==> config.mk <==
export PLATFORM = sky130hd
export DESIGN_NAME = spi_reg_slave
export DESIGN_NICKNAME = d
export VERILOG_FILES = /design/src/rtl/spi_reg_slave.sv
export SDC_FILE = /design/constraint.sdc
export NUM_CORES = 1
export LEC_CHECK = 0
export CORE_ASPECT_RATIO = 0.5
export CORE_MARGIN = 2
export CORE_UTILIZATION = 50
export CTS_CLUSTER_SIZE = 25
export DETAILED_ROUTE_END_ITERATION = 7
export PLACE_DENSITY = 0.75
export SLEW_MARGIN = 10
export SYNTH_ARGS = -nofsm -noshare
export SYNTH_HDL_FRONTEND = slang
export SYNTH_SLANG_ARGS = --single-unit
==> constraint.sdc <==
create_clock -name clk -period 6.4 [get_ports clk]
set_clock_uncertainty 0.2 [all_clocks]
set_input_delay 1.28 -clock clk [delete_from_list [all_inputs] [get_ports clk]]
set_output_delay 1.28 -clock clk [all_outputs]
set_load 0.05 [all_outputs]
==> src/rtl/spi_reg_slave.sv <==
// SPI slave that oversamples the SPI pins in the clk domain and turns each frame
// (command byte {addr, opcode} then one DATA_W-bit word) into single-cycle register strobes.
module spi_reg_slave #(
    parameter int DATA_W   = 64,
    parameter int NUM_REGS = 16,
    parameter bit CPOL     = 1'b0,
    parameter bit CPHA     = 1'b0
) (
    input  logic              clk,
    input  logic              rst_n,
    input  logic              sclk,
    input  logic              mosi,
    input  logic              cs_n,
    output logic              miso,
    output logic [3:0]        reg_addr,
    output logic              reg_wr,
    output logic [DATA_W-1:0] reg_wdata,
    output logic              reg_rd,
    input  logic [DATA_W-1:0] reg_rdata,
    output logic              busy,
    output logic              frame_err
);
    localparam int         CNT_W    = $clog2(DATA_W + 1);
    localparam logic [3:0] OP_WRITE = 4'h1;
    localparam logic [3:0] OP_READ  = 4'h2;

    typedef enum logic [2:0] {IDLE, CMD, WDATA, RDATA, DONE} state_t;

    logic sclk_meta_reg, sclk_sync_reg, sclk_dly_reg;
    logic mosi_meta_reg, mosi_sync_reg;
    logic cs_meta_reg, cs_sync_reg, cs_dly_reg;
    logic armed_reg;

    // cs_n flops reset low and armed_reg stays clear until cs_n is seen high, so a
    // reset released in the middle of a frame cannot fake a cs_n falling edge.
    always_ff @(posedge clk or negedge rst_n) begin
        if (!rst_n) begin
            sclk_meta_reg <= CPOL;
            sclk_sync_reg <= CPOL;
            sclk_dly_reg  <= CPOL;
            mosi_meta_reg <= 1'b0;
            mosi_sync_reg <= 1'b0;
            cs_meta_reg   <= 1'b0;
            cs_sync_reg   <= 1'b0;
            cs_dly_reg    <= 1'b0;
            armed_reg     <= 1'b0;
        end else begin
            sclk_meta_reg <= sclk;
            sclk_sync_reg <= sclk_meta_reg;
            sclk_dly_reg  <= sclk_sync_reg;
            mosi_meta_reg <= mosi;
            mosi_sync_reg <= mosi_meta_reg;
            cs_meta_reg   <= cs_n;
            cs_sync_reg   <= cs_meta_reg;
            cs_dly_reg    <= cs_sync_reg;
            armed_reg     <= armed_reg | cs_sync_reg;
        end
    end

    logic sclk_edge, lead_edge, trail_edge, sample_edge, shift_edge;
    logic cs_rise, cs_fall;

    assign sclk_edge   = sclk_sync_reg ^ sclk_dly_reg;
    assign lead_edge   = sclk_edge & (sclk_sync_reg != CPOL);
    assign trail_edge  = sclk_edge & (sclk_sync_reg == CPOL);
    assign sample_edge = CPHA ? trail_edge : lead_edge;
    assign shift_edge  = CPHA ? lead_edge : trail_edge;
    assign cs_rise     = cs_sync_reg & ~cs_dly_reg;
    assign cs_fall     = armed_reg & ~cs_sync_reg & cs_dly_reg;
    assign busy        = armed_reg & ~cs_sync_reg;

    state_t             state_reg;
    logic [CNT_W-1:0]   bit_cnt_reg;
    logic [6:0]         cmd_sr_reg;
    logic [3:0]         addr_reg;
    logic [DATA_W-2:0]  rx_sr_reg;
    logic [DATA_W-1:0]  tx_sr_reg;
    logic               miso_reg;
    logic [3:0]         reg_addr_reg;
    logic               reg_wr_reg;
    logic [DATA_W-1:0]  reg_wdata_reg;
    logic               reg_rd_reg;
    logic               frame_err_reg;

    logic [7:0]        cmd_next;
    logic [DATA_W-1:0] rx_next;
    logic              cmd_legal;

    assign cmd_next  = {cmd_sr_reg, mosi_sync_reg};
    assign rx_next   = {rx_sr_reg, mosi_sync_reg};
    assign cmd_legal = ((cmd_next[3:0] == OP_WRITE) || (cmd_next[3:0] == OP_READ)) &&
                       ({1'b0, cmd_next[7:4]} < 5'(NUM_REGS));

    always_ff @(posedge clk or negedge rst_n) begin
        if (!rst_n) begin
            state_reg     <= IDLE;
            bit_cnt_reg   <= '0;
            cmd_sr_reg    <= '0;
            addr_reg      <= '0;
            rx_sr_reg     <= '0;
            tx_sr_reg     <= '0;
            miso_reg      <= 1'b0;
            reg_addr_reg  <= '0;
            reg_wr_reg    <= 1'b0;
            reg_wdata_reg <= '0;
            reg_rd_reg    <= 1'b0;
            frame_err_reg <= 1'b0;
        end else begin
            reg_wr_reg    <= 1'b0;
            reg_rd_reg    <= 1'b0;
            frame_err_reg <= 1'b0;
            // Read data is valid the cycle after the request.
            if (reg_rd_reg) begin
                tx_sr_reg <= reg_rdata;
            end
            if (cs_rise) begin
                if ((state_reg == CMD && bit_cnt_reg != '0) ||
                    state_reg == WDATA || state_reg == RDATA) begin
                    frame_err_reg <= 1'b1;
                end
                state_reg <= IDLE;
                miso_reg  <= 1'b0;
            end else begin
                case (state_reg)
                    IDLE: begin
                        if (cs_fall) begin
                            state_reg   <= CMD;
                            bit_cnt_reg <= '0;
                        end
                    end
                    CMD: begin
                        if (sample_edge) begin
                            cmd_sr_reg <= cmd_next[6:0];
                            if (bit_cnt_reg == CNT_W'(7)) begin
                                bit_cnt_reg <= '0;
                                addr_reg    <= cmd_next[7:4];
                                if (!cmd_legal) begin
                                    frame_err_reg <= 1'b1;
                                    state_reg     <= DONE;
                                end else if (cmd_next[3:0] == OP_WRITE) begin
                                    state_reg <= WDATA;
                                end else begin
                                    reg_rd_reg   <= 1'b1;
                                    reg_addr_reg <= cmd_next[7:4];
                                    state_reg    <= RDATA;
                                end
                            end else begin
                                bit_cnt_reg <= bit_cnt_reg + CNT_W'(1);
                            end
                        end
                    end
                    WDATA: begin
                        if (sample_edge) begin
                            rx_sr_reg <= rx_next[DATA_W-2:0];
                            if (bit_cnt_reg == CNT_W'(DATA_W - 1)) begin
                                reg_wr_reg    <= 1'b1;
                                reg_wdata_reg <= rx_next;
                                reg_addr_reg  <= addr_reg;
                                state_reg     <= DONE;
                            end else begin
                                bit_cnt_reg <= bit_cnt_reg + CNT_W'(1);
                            end
                        end
                    end
                    RDATA: begin
                        // The frame completes on the sample edge that consumes the last bit,
                        // so the final bit stays on miso until the master has taken it.
                        if (shift_edge && bit_cnt_reg != CNT_W'(DATA_W)) begin
                            miso_reg    <= tx_sr_reg[DATA_W-1];
                            tx_sr_reg   <= {tx_sr_reg[DATA_W-2:0], 1'b0};
                            bit_cnt_reg <= bit_cnt_reg + CNT_W'(1);
                        end else if (sample_edge && bit_cnt_reg == CNT_W'(DATA_W)) begin
                            miso_reg  <= 1'b0;
                            state_reg <= DONE;
                        end
                    end
                    DONE: begin
                        miso_reg <= 1'b0;
                    end
                    default: begin
                        state_reg <= IDLE;
                        miso_reg  <= 1'b0;
                    end
                endcase
            end
        end
    end

    assign miso      = miso_reg;
    assign reg_addr  = reg_addr_reg;
    assign reg_wr    = reg_wr_reg;
    assign reg_wdata = reg_wdata_reg;
    assign reg_rd    = reg_rd_reg;
    assign frame_err = frame_err_reg;
endmodule

* Word level (Yosys, flattened, before mapping) *
Index checks and enable logic that the tools add are counted.

operators by class
  multiply operators = 0
  bitwise operators = 11
  shift-type cells = 0
  reduce and logical (&&, ||, !) cells = 19
  $add $sub $neg = 1
  div/mod/pow operators = 0
  multiplexer cells = 49
  equality and inequality tests = 29
  $lt $le $gt $ge = 0

operator list
  kind                 count
  $mux 64              4
  $mux 7               6
  $pmux 7 s4           1
  $mux 3               9
  $mux 4               6
  $mux 1               20
  $reduce_and 8->1     2
  $pmux 3 s5           1
  $ne 2x2->1 const B   7
  $ne 3x3->1 const B   4
  $ne 3x2->1 const B   3
  $ne 2x1->1 const B   4
  $pmux 4 s2           1
  $reduce_and 4->1     2
  $add 7x1->7 const B  1
  $eq 7x3->1 const B   1
  $eq 7x6->1 const B   1
  $eq 7x7->1 const B   1
  $ne 7x7->1 const B   1
  $reduce_and 7->1     1
  $reduce_bool 7->1    1
  $eq 3x2->1 const B   2
  $reduce_and 3->1     2
  $and 1x1->1          5
  other kinds (16)     23

word-level totals
  bits in latches = 0
  memory bits (writable) = 0
  ROM bits = 0
  memories kept = 0
  bits in registers = 229

* Logic depth before layout (Yosys ltp) *
Gate-level depths: netlist of the first run.

  depth in word-level cells = 7
  depth in mapped cells = 10
  gate-level depth less buffers = 7

* Worst setup path after synthesis of the first run *
No wires, ideal clock.

  kind = register to register
  start point = register cs_sync_reg
  end point = register bit_cnt_reg[0]
  path buffers = 0
  cell stages (with the launch flop) = 6
  library setup time = 0.125 ns
  required time = 6.075 ns
  path slack = 3.765 ns
  arrival time = 2.310 ns
  cells stage by stage = dfrtp_1 > nor2b_1 > a22oi_1 > a2111oi_4 > nand2_1 > mux2_2

on the way
  cells in the longest elaborated chain, start to end = 5
  elaborated cells on any way between the ends = 7
  classes of those cells = eq/ne: 1; bitwise: 5; reduce/logical: 1

RTL lines
  element                            line  RTL
  from (decl)                        31    logic cs_meta_reg, cs_sync_reg, cs_dly_reg;
  from (signal assigned)             54    cs_sync_reg <= cs_meta_reg;
  $not 1->1                          -
  $and 1x1->1                        -
  net busy                           20    output logic busy,
  $and 1x1->1                        69    assign cs_fall = armed_reg & ~cs_sync_reg & cs_dly_reg;
  $ne 2x2->1 (no source line)        -
  $reduce_and 7->1 (no source line)  -
  to (signal assigned)               148   bit_cnt_reg <= bit_cnt_reg + CNT_W'(1);
  to (signal assigned)               161   bit_cnt_reg <= bit_cnt_reg + CNT_W'(1);
  to (signal assigned)               171   bit_cnt_reg <= bit_cnt_reg + CNT_W'(1);
  to (decl)                          73    logic [CNT_W-1:0] bit_cnt_reg;

The timed path passes the listed nets, and every way through them passes these cells.
A chain may end at the register's enable or synchronous reset.

* Final worst setup path of the first run *
  start point = register state_reg[1]
  end point = register reg_wdata_reg[24] (netlist: reg_wdata[24])

on the way
  cells in the longest elaborated chain, start to end = 2

RTL lines
  element                            line  RTL
  from (decl)                        72    state_t state_reg;
  from (signal assigned)             96    state_reg <= IDLE;
  from (signal assigned)             121   state_reg <= IDLE;
  from (signal assigned)             127   state_reg <= CMD;
  $eq 3x2->1                         124   case (state_reg)
  $reduce_and 4->1 (no source line)  -
  to (signal assigned)               157   reg_wdata_reg <= rx_next;
  to (decl)                          81    logic [DATA_W-1:0] reg_wdata_reg;

Every way passes these cells.

==> results of run 1 <==
[power by group through the flow]
stage | Combinational, W | Clock (W) | Sequential, W
after global placement | 0.000440 | 0 | 0.00175
after global routing | 0.000513 | 0.00129 | 0.00176
after CTS | 0.000459 | 0.00124 | 0.00174
after detailed placement | 0.000458 | 0 | 0.00176
after floorplan | 0.000334 | 0 | 0.00173
final | 0.000454 | 0.00120 | 0.00174
[metrics by stage]
step	power [W]	setup slack, ps	hold WS [ps]
6_report	0.00339	2670	154
5_1_grt	0.00357	2440	163
4_1_cts	0.00343	2660	153
3_5_place_dp	0.00222	2670	138
3_3_place_gp	0.00219	2770	135
2_1_floorplan	0.00206	3770	131
[cell usage after synthesis, drive strengths merged, types with 2 or more instances]
master  number
nand2       73
mux2i       65
clkbuf      18
nand2b       4
nor2b        7
o21a         2
o32ai        4
or3          2
a22o         4
o22ai        2
mux2       149
dfrtp      229
nand3        5
or4b         2
buf         23
o21ai       67
or2          5
a21oi        6
xnor2        2
inv          5
ha           2
nor2        11
nor3b        3
[metal layers]
| metal | vias up | part of all wire, % | track usage (%) |
|---|---|---|---|
| li1 | 2736 | - | - |
| met1 | 2825 | 47 | 24.7 |
| met2 | 96 | 47 | 29.4 |
| met3 | 22 | 4.0 | 3.40 |
| met4 | 0 | 1.6 | 3.82 |
| met5 | - | 0 | 0 |
[worst register-to-register path, delay by kind of cell (launching register included)]
family	cells	cell delay, ps
and+or+nand+nor	4	1910
muxes	1	420
DFF	1	580
buffers and inverters	1	500
[worst min-delay path by stage]
stage	to	slack, ps	depth (start not counted)
after floorplan	cs_sync_reg$_DFF_PN0_	130	0
after global placement	cs_sync_reg$_DFF_PN0_	130	0
after detailed placement	sclk_sync_reg$_DFF_PN0_	140	0
after CTS	cs_sync_reg$_DFF_PN0_	150	0
after global routing	cs_sync_reg$_DFF_PN0_	160	0
final	cs_sync_reg$_DFF_PN0_	150	0
[cell type report]
class / instances / area (um^2) / share of cell area, %
inverters: 6 / 23.8 / 0.201
multi-input cells: 430 / 3600 / 30.5
repair buffers: 145 / 1460 / 12.4
flip-flops and latches: 229 / 5730 / 48.6
well taps: 259 / 324 / 2.75
clock inverters: 5 / 33.8 / 0.286
clock buffers: 32 / 627 / 5.31
[logic make-up (layout without fill, tap and decap cells)]
| group | Yosys count | count (layout) |
|---|---|---|
| AO/OA/AOI/OAI | 92 | 92 |
| XOR/XNOR | 2 | 2 |
| adder cells (fa/ha/maj) | 2 | 2 |
| buffers and inverters | 47 | 188 |
| flip-flops | 229 | 229 |
| multiplexers | 214 | 214 |
| AND/OR/NAND/NOR | 120 | 120 |
==> flow_metrics.py, run 1 <==
metrics = {
    "global_route": {
        "antenna_found_initial": 0,
        "track_usage_pct": 17.7,
        "grt_max_degree": 129,
        "grt_pass1_vias": 5747,
        "grt_overflow": 0,
        "grt_pass1_wl_mm": 29.1,
    },
    "placement": {
        "gp_congestion": 0.839,
        "place_area_um2": 11100,
        "dp_hpwl_mm": 11.4,
        "port_buffers": 141,
        "dp_cells": 1069,
    },
    "cells_and_area": {
        "num_antenna_cells": 0,
        "area_delta_synth_final_pct": 23.2,
        "fin_cells": 1106,
        "layout_commonest_cell": "dfrtp_1",
        "final_cell_mix": "dfrtp_1 (228), clkdlybuf4s50_1 (140), mux2_2 (100), nand2_1 (73), mux2i_1 (65)",
        "post-route-util_pct": 63.6,
        "nets": 904,
        "fill_cells": 1489,
        "fin_area_um2": 11800,
        "drive_above_1_share_pct": 20.2,
    },
    "power": {
        "clkPwrFrac_pct": 35.4,
        "p_per_area_nw_per_um2": 288,
        "switching_power_w": 0.000871,
        "p_seq_share_pct": 51.2,
        "leakage_nw": 5.14,
        "p_sw_share_pct": 25.7,
        "combinationalPowerShare_pct": 13.4,
        "power.internal_w": 0.00252,
        "ir_drop_mv": 0.202,
    },
    "critical_path": {
        "cp_max_fo": 64,
        "endpoint_kind": "flop",
        "cp.buffers_inverters": 1,
        "slowest_stage": "nand3_4",
        "rrSetupSlack_ps": 2670,
        "r2r_cells": 6,
        "crit_chain": "nor2b_4 > and2b_1 > nand3_4 > or2_1 > clkinv_2 > mux2_2",
        "worstSetupPathType": "flop to flop",
        "cpPeakStageDelay_ps": 680,
        "crit_start": "state_reg[1]$_DFFE_PN0P_",
        "worstPathRequired_ps": 6580,
        "arrival_ps": 3920,
        "cpLargestDelayFamily": "simple AND/OR/NAND/NOR gates",
        "critPathLaunchType": "flop",
        "endpoint": "reg_wdata[24]$_DFFE_PN0P_",
        "crit-reg2reg-launch": "state_reg[1]$_DFFE_PN0P_",
        "critical_path_depth": 6,
        "r2r-end": "reg_wdata[24]$_DFFE_PN0P_",
    },
    "routing": {
        "postRouteWirelength_mm": 17.8,
        "dr.pass1.iters": 4,
        "drcViolationCount": 0,
        "dr.first_iter.drc_count": 228,
        "vias": 5679,
        "wire_per_inst_um": 16.1,
        "vias_per_cell": 5.13,
        "ant_nets": 0,
    },
    "logic_synthesis": {
        "synthFlopType": "dfrtp_1",
        "synth-seq-cells": 229,
        "synth-simple-area-share_pct": 6.23,
        "yosys-top-cells-area": "dfrtp_1 (60%), mux2_2 (12%), mux2i_1 (6.8%)",
        "ys_warn_count": 0,
        "async_flop_share_pct": 100,
        "synth.largest_area_cell": "dfrtp_1",
        "yosysSeqAreaShare_pct": 59.8,
        "avgSynthCellArea_um2": 13.6,
        "synth_mux_area_share_pct": 25.1,
        "synthAdderAreaFrac_pct": 0.261,
        "synth_cell_types": 51,
        "synth_top_family_by_area": "multiplexers",
        "syn-instance-count": 706,
        "synth_top_area_share_pct": 59.8,
        "syn_area_um2": 9580,
        "synth-xor-area-share_pct": 0.183,
        "synth-compound-area-share_pct": 5.72,
        "synth_edf_count": 0,
        "synth_nets": 777,
    },
    "timing": {
        "hold_violations": 0,
        "max_clock_freq_mhz": 268,
        "tightest_slew_ps": 1050,
        "rsz0062_at_grt": "no",
        "setup_violations": 0,
        "period_needed_ps": 3730,
        "maxSlewViolCount": 0,
        "final.setup.tns_ps": 0,
        "fin_crit_sh_pct": 58.3,
        "relSlewSlack_pct": 30.0,
    },
    "clocking": {
        "h-tree-depth": 1,
        "ctsLongestPathBuffers": 3,
        "cts-root-buf": "clkbuf_16",
        "cts_tree": "built",
        "cts_buffers": 21,
        "clkSlewWorstSetupHoldPaths_ps": 60,
        "cts_setup_buffers": 0,
        "hold_buffers": 0,
        "worst_skew_pair.late_latency_ps": 500,
        "clock-sinks": 229,
        "cts_resized": 0,
    },
    "floorplanning": {
        "top_level_ports": 142,
        "die_h_um": 102,
        "rows": 35,
        "start_util_pct": 51.6,
        "core_um2": 18600,
        "fp.dieW_um": 200,
        "dieArea_um2": 20300,
    },
    "min_path": {
        "hold_path.startpoint": "cs_meta_reg$_DFF_PN0_",
        "worstHoldPathType": "flop to flop",
    },
    "run": {
        "max_cap_violations": 0,
    },
    "outcome": {
        "status": "finished, final reports clean",
    },
}
(Power assumes the default switching activity.)
==> run 2, diff against run 1 <==
==> constraint.sdc (replaced) <==
create_clock -name clk -period 3.5 [get_ports clk]
set_clock_uncertainty 0.2 [all_clocks]
set_input_delay 0.7 -clock clk [delete_from_list [all_inputs] [get_ports clk]]
set_output_delay 0.7 -clock clk [all_outputs]
set_load 0.05 [all_outputs]
==> run 2 against run 1 <==
- final cell count rose by 0.63%
- via count down 0.33%
- maximum frequency increased by 25%
- cell area is 1.1% higher
- sequential cell count stayed put
- register-to-register slack worse by 2200 ps
- critical path depth decreased by 1
- non-clock buffer count grew 7
- die area stayed put
- clock-buffer cell count shrank 3
- setup slack worse by 2200 ps
- largest cell class unchanged
- largest power group unchanged
==> flow_metrics.py, run 2 (synthesis gave the netlist of run 1 again) <==
metrics = {
    "outcome": {
        "status": "finished, final reports clean",
    },
    "critical_path": {
        "endpoint_kind": "flop",
        "worstSetupPathType": "flop to flop",
        "cpLargestDelayFamily": "simple AND/OR/NAND/NOR gates",
        "slowest_stage": "nor2_4",
        "crit_chain": "and3b_1 > nand2_1 > nor2_4 > buf_4 > o21ai_0",
        "cp_max_fo": 76,
        "r2r_cells": 5,
        "arrival_ps": 3130,
        "worstPathRequired_ps": 3630,
        "critical_path_depth": 5,
        "cpPeakStageDelay_ps": 730,
        "cp.buffers_inverters": 1,
        "critPathLaunchType": "flop",
    },
    "timing": {
        "fin_crit_sh_pct": 85.5,
        "setup_violations": 0,
        "rsz0062_at_grt": "no",
        "relSlewSlack_pct": 28.9,
        "final.setup.tns_ps": 0,
        "max_clock_freq_mhz": 334,
        "hold_violations": 0,
        "fin_hold_ws_ps": 152,
        "maxSlewViolCount": 0,
        "period_needed_ps": 2990,
        "tightest_slew_ps": 1070,
    },
    "floorplanning": {
        "start_util_pct": 51.6,
        "die_h_um": 102,
        "core_um2": 18600,
        "fp.dieW_um": 200,
        "rows": 35,
        "top_level_ports": 142,
        "dieArea_um2": 20300,
    },
    "min_path": {
        "timing.hold.worst_path_depth": 0,
        "worstHoldPathType": "flop to flop",
    },
    "routing": {
        "dr.pass1.iters": 4,
        "drcViolationCount": 0,
        "vias_per_cell": 5.09,
        "vias": 5660,
        "ant_nets": 0,
        "dr.first_iter.drc_count": 215,
        "postRouteWirelength_mm": 17.9,
        "wire_per_inst_um": 16.1,
    },
    "global_route": {
        "track_usage_pct": 18.2,
        "grt_max_degree": 77,
        "antenna_found_initial": 0,
        "grt_overflow": 0,
        "grt_pass1_vias": 5755,
        "grt_pass1_wl_mm": 29.8,
    },
    "placement": {
        "dp_cells": 1075,
        "dp_hpwl_mm": 11.8,
        "port_buffers": 141,
        "place_area_um2": 11200,
        "gp_congestion": 0.767,
    },
    "cells_and_area": {
        "post-route-util_pct": 64.2,
        "final_cell_mix": "dfrtp_1 (228), clkdlybuf4s50_1 (140), mux2_2 (100), nand2_1 (73), mux2i_1 (65)",
        "layout_commonest_cell": "dfrtp_1",
        "fin_area_um2": 11900,
        "fin_cells": 1113,
        "fill_cells": 1422,
        "drive_above_1_share_pct": 21.0,
        "nets": 911,
        "num_antenna_cells": 0,
        "area_delta_synth_final_pct": 24.5,
    },
    "clocking": {
        "cts_buffers": 21,
        "clkSlewWorstSetupHoldPaths_ps": 70,
        "cts_tree": "built",
        "ctsLongestPathBuffers": 3,
        "worst_skew_pair.late_latency_ps": 500,
        "h-tree-depth": 1,
        "clock-sinks": 229,
        "cts-root-buf": "clkbuf_16",
    },
    "power": {
        "p_per_area_nw_per_um2": 539,
        "leakage_nw": 5.21,
        "ir_drop_mv": 0.352,
    },
    "run": {
        "max_cap_violations": 0,
    },
}
run 2: cell types whose count changed in the layout (fill, tap and decap cells not counted), sizes merged:
cell	delta
clkbuf	-3
buf	+6
clkinvlp	-1
dlygate4sd3	+1
inv	+1
bufinv	+3
run 2: cell type report:
| cell class | count | area [um^2] | share of cell area, % |
|---|---|---|---|
| Sequential cell | 229 | 5730 | 48.1 |
| Multi-Input combinational cell | 430 | 3600 | 30.2 |
| Timing Repair Buffer | 152 | 1510 | 12.7 |
| Clock buffer | 29 | 606 | 5.08 |
| Tap cell | 259 | 324 | 2.72 |
| Clock inverter | 8 | 125 | 1.05 |
| Inverter | 6 | 23.8 | 0.199 |
run 2: per-layer routing:
metal,part of all wire [%],track usage [%],up-vias
met3,3.8,3.47,16
met4,1.4,3.93,0
met1,48,25.7,2806
li1,-,-,2749
met5,0,0,-
met2,46,29.7,89
run 2: power by group:
group | internal (W) | switching, W
combinational | 0.000417 | 0.000428
sequential | 0.00297 | 0.000202
clock | 0.00144 | 0.000975
run 2: worst register-to-register path, delay by kind of cell (launching register included):
kind	cells	cell delay, ps
and+or+nand+nor	3	1180
DFF	1	580
AOI/OAI and AO/OA	1	230
buffers and inverters	1	650
run 2: worst paths after layout:
check	to	from	slack, ps
worst max-delay path	tx_sr_reg[12]$_DFF_PN0_	state_reg[1]$_DFFE_PN0P_	510
worst min-delay path	cs_sync_reg$_DFF_PN0_	cs_meta_reg$_DFF_PN0_	150
worst max register to register	tx_sr_reg[12]$_DFF_PN0_	state_reg[1]$_DFFE_PN0P_	510
worst min register to register	cs_sync_reg$_DFF_PN0_	cs_meta_reg$_DFF_PN0_	150
max in group asynchronous	reg_rd$_DFF_PN0_	rst_n	1610
min in group asynchronous	reg_wdata[52]$_DFFE_PN0P_	rst_n	560
run 2: per-stage QoR:
step,total power (W),setup WS [ps]
after floorplan,0.00377,865
after global placement,0.00403,648
after detailed placement,0.00407,510
after CTS,0.00651,502
after global routing,0.00678,183
final,0.00642,506
run 2: what timing repair did:
item | CTS | global route
setup buffers | 0 | 0
hold buffers | 1 | 0
resized for setup | 0 | 0
endpoints found under the hold margin | 18 | 0
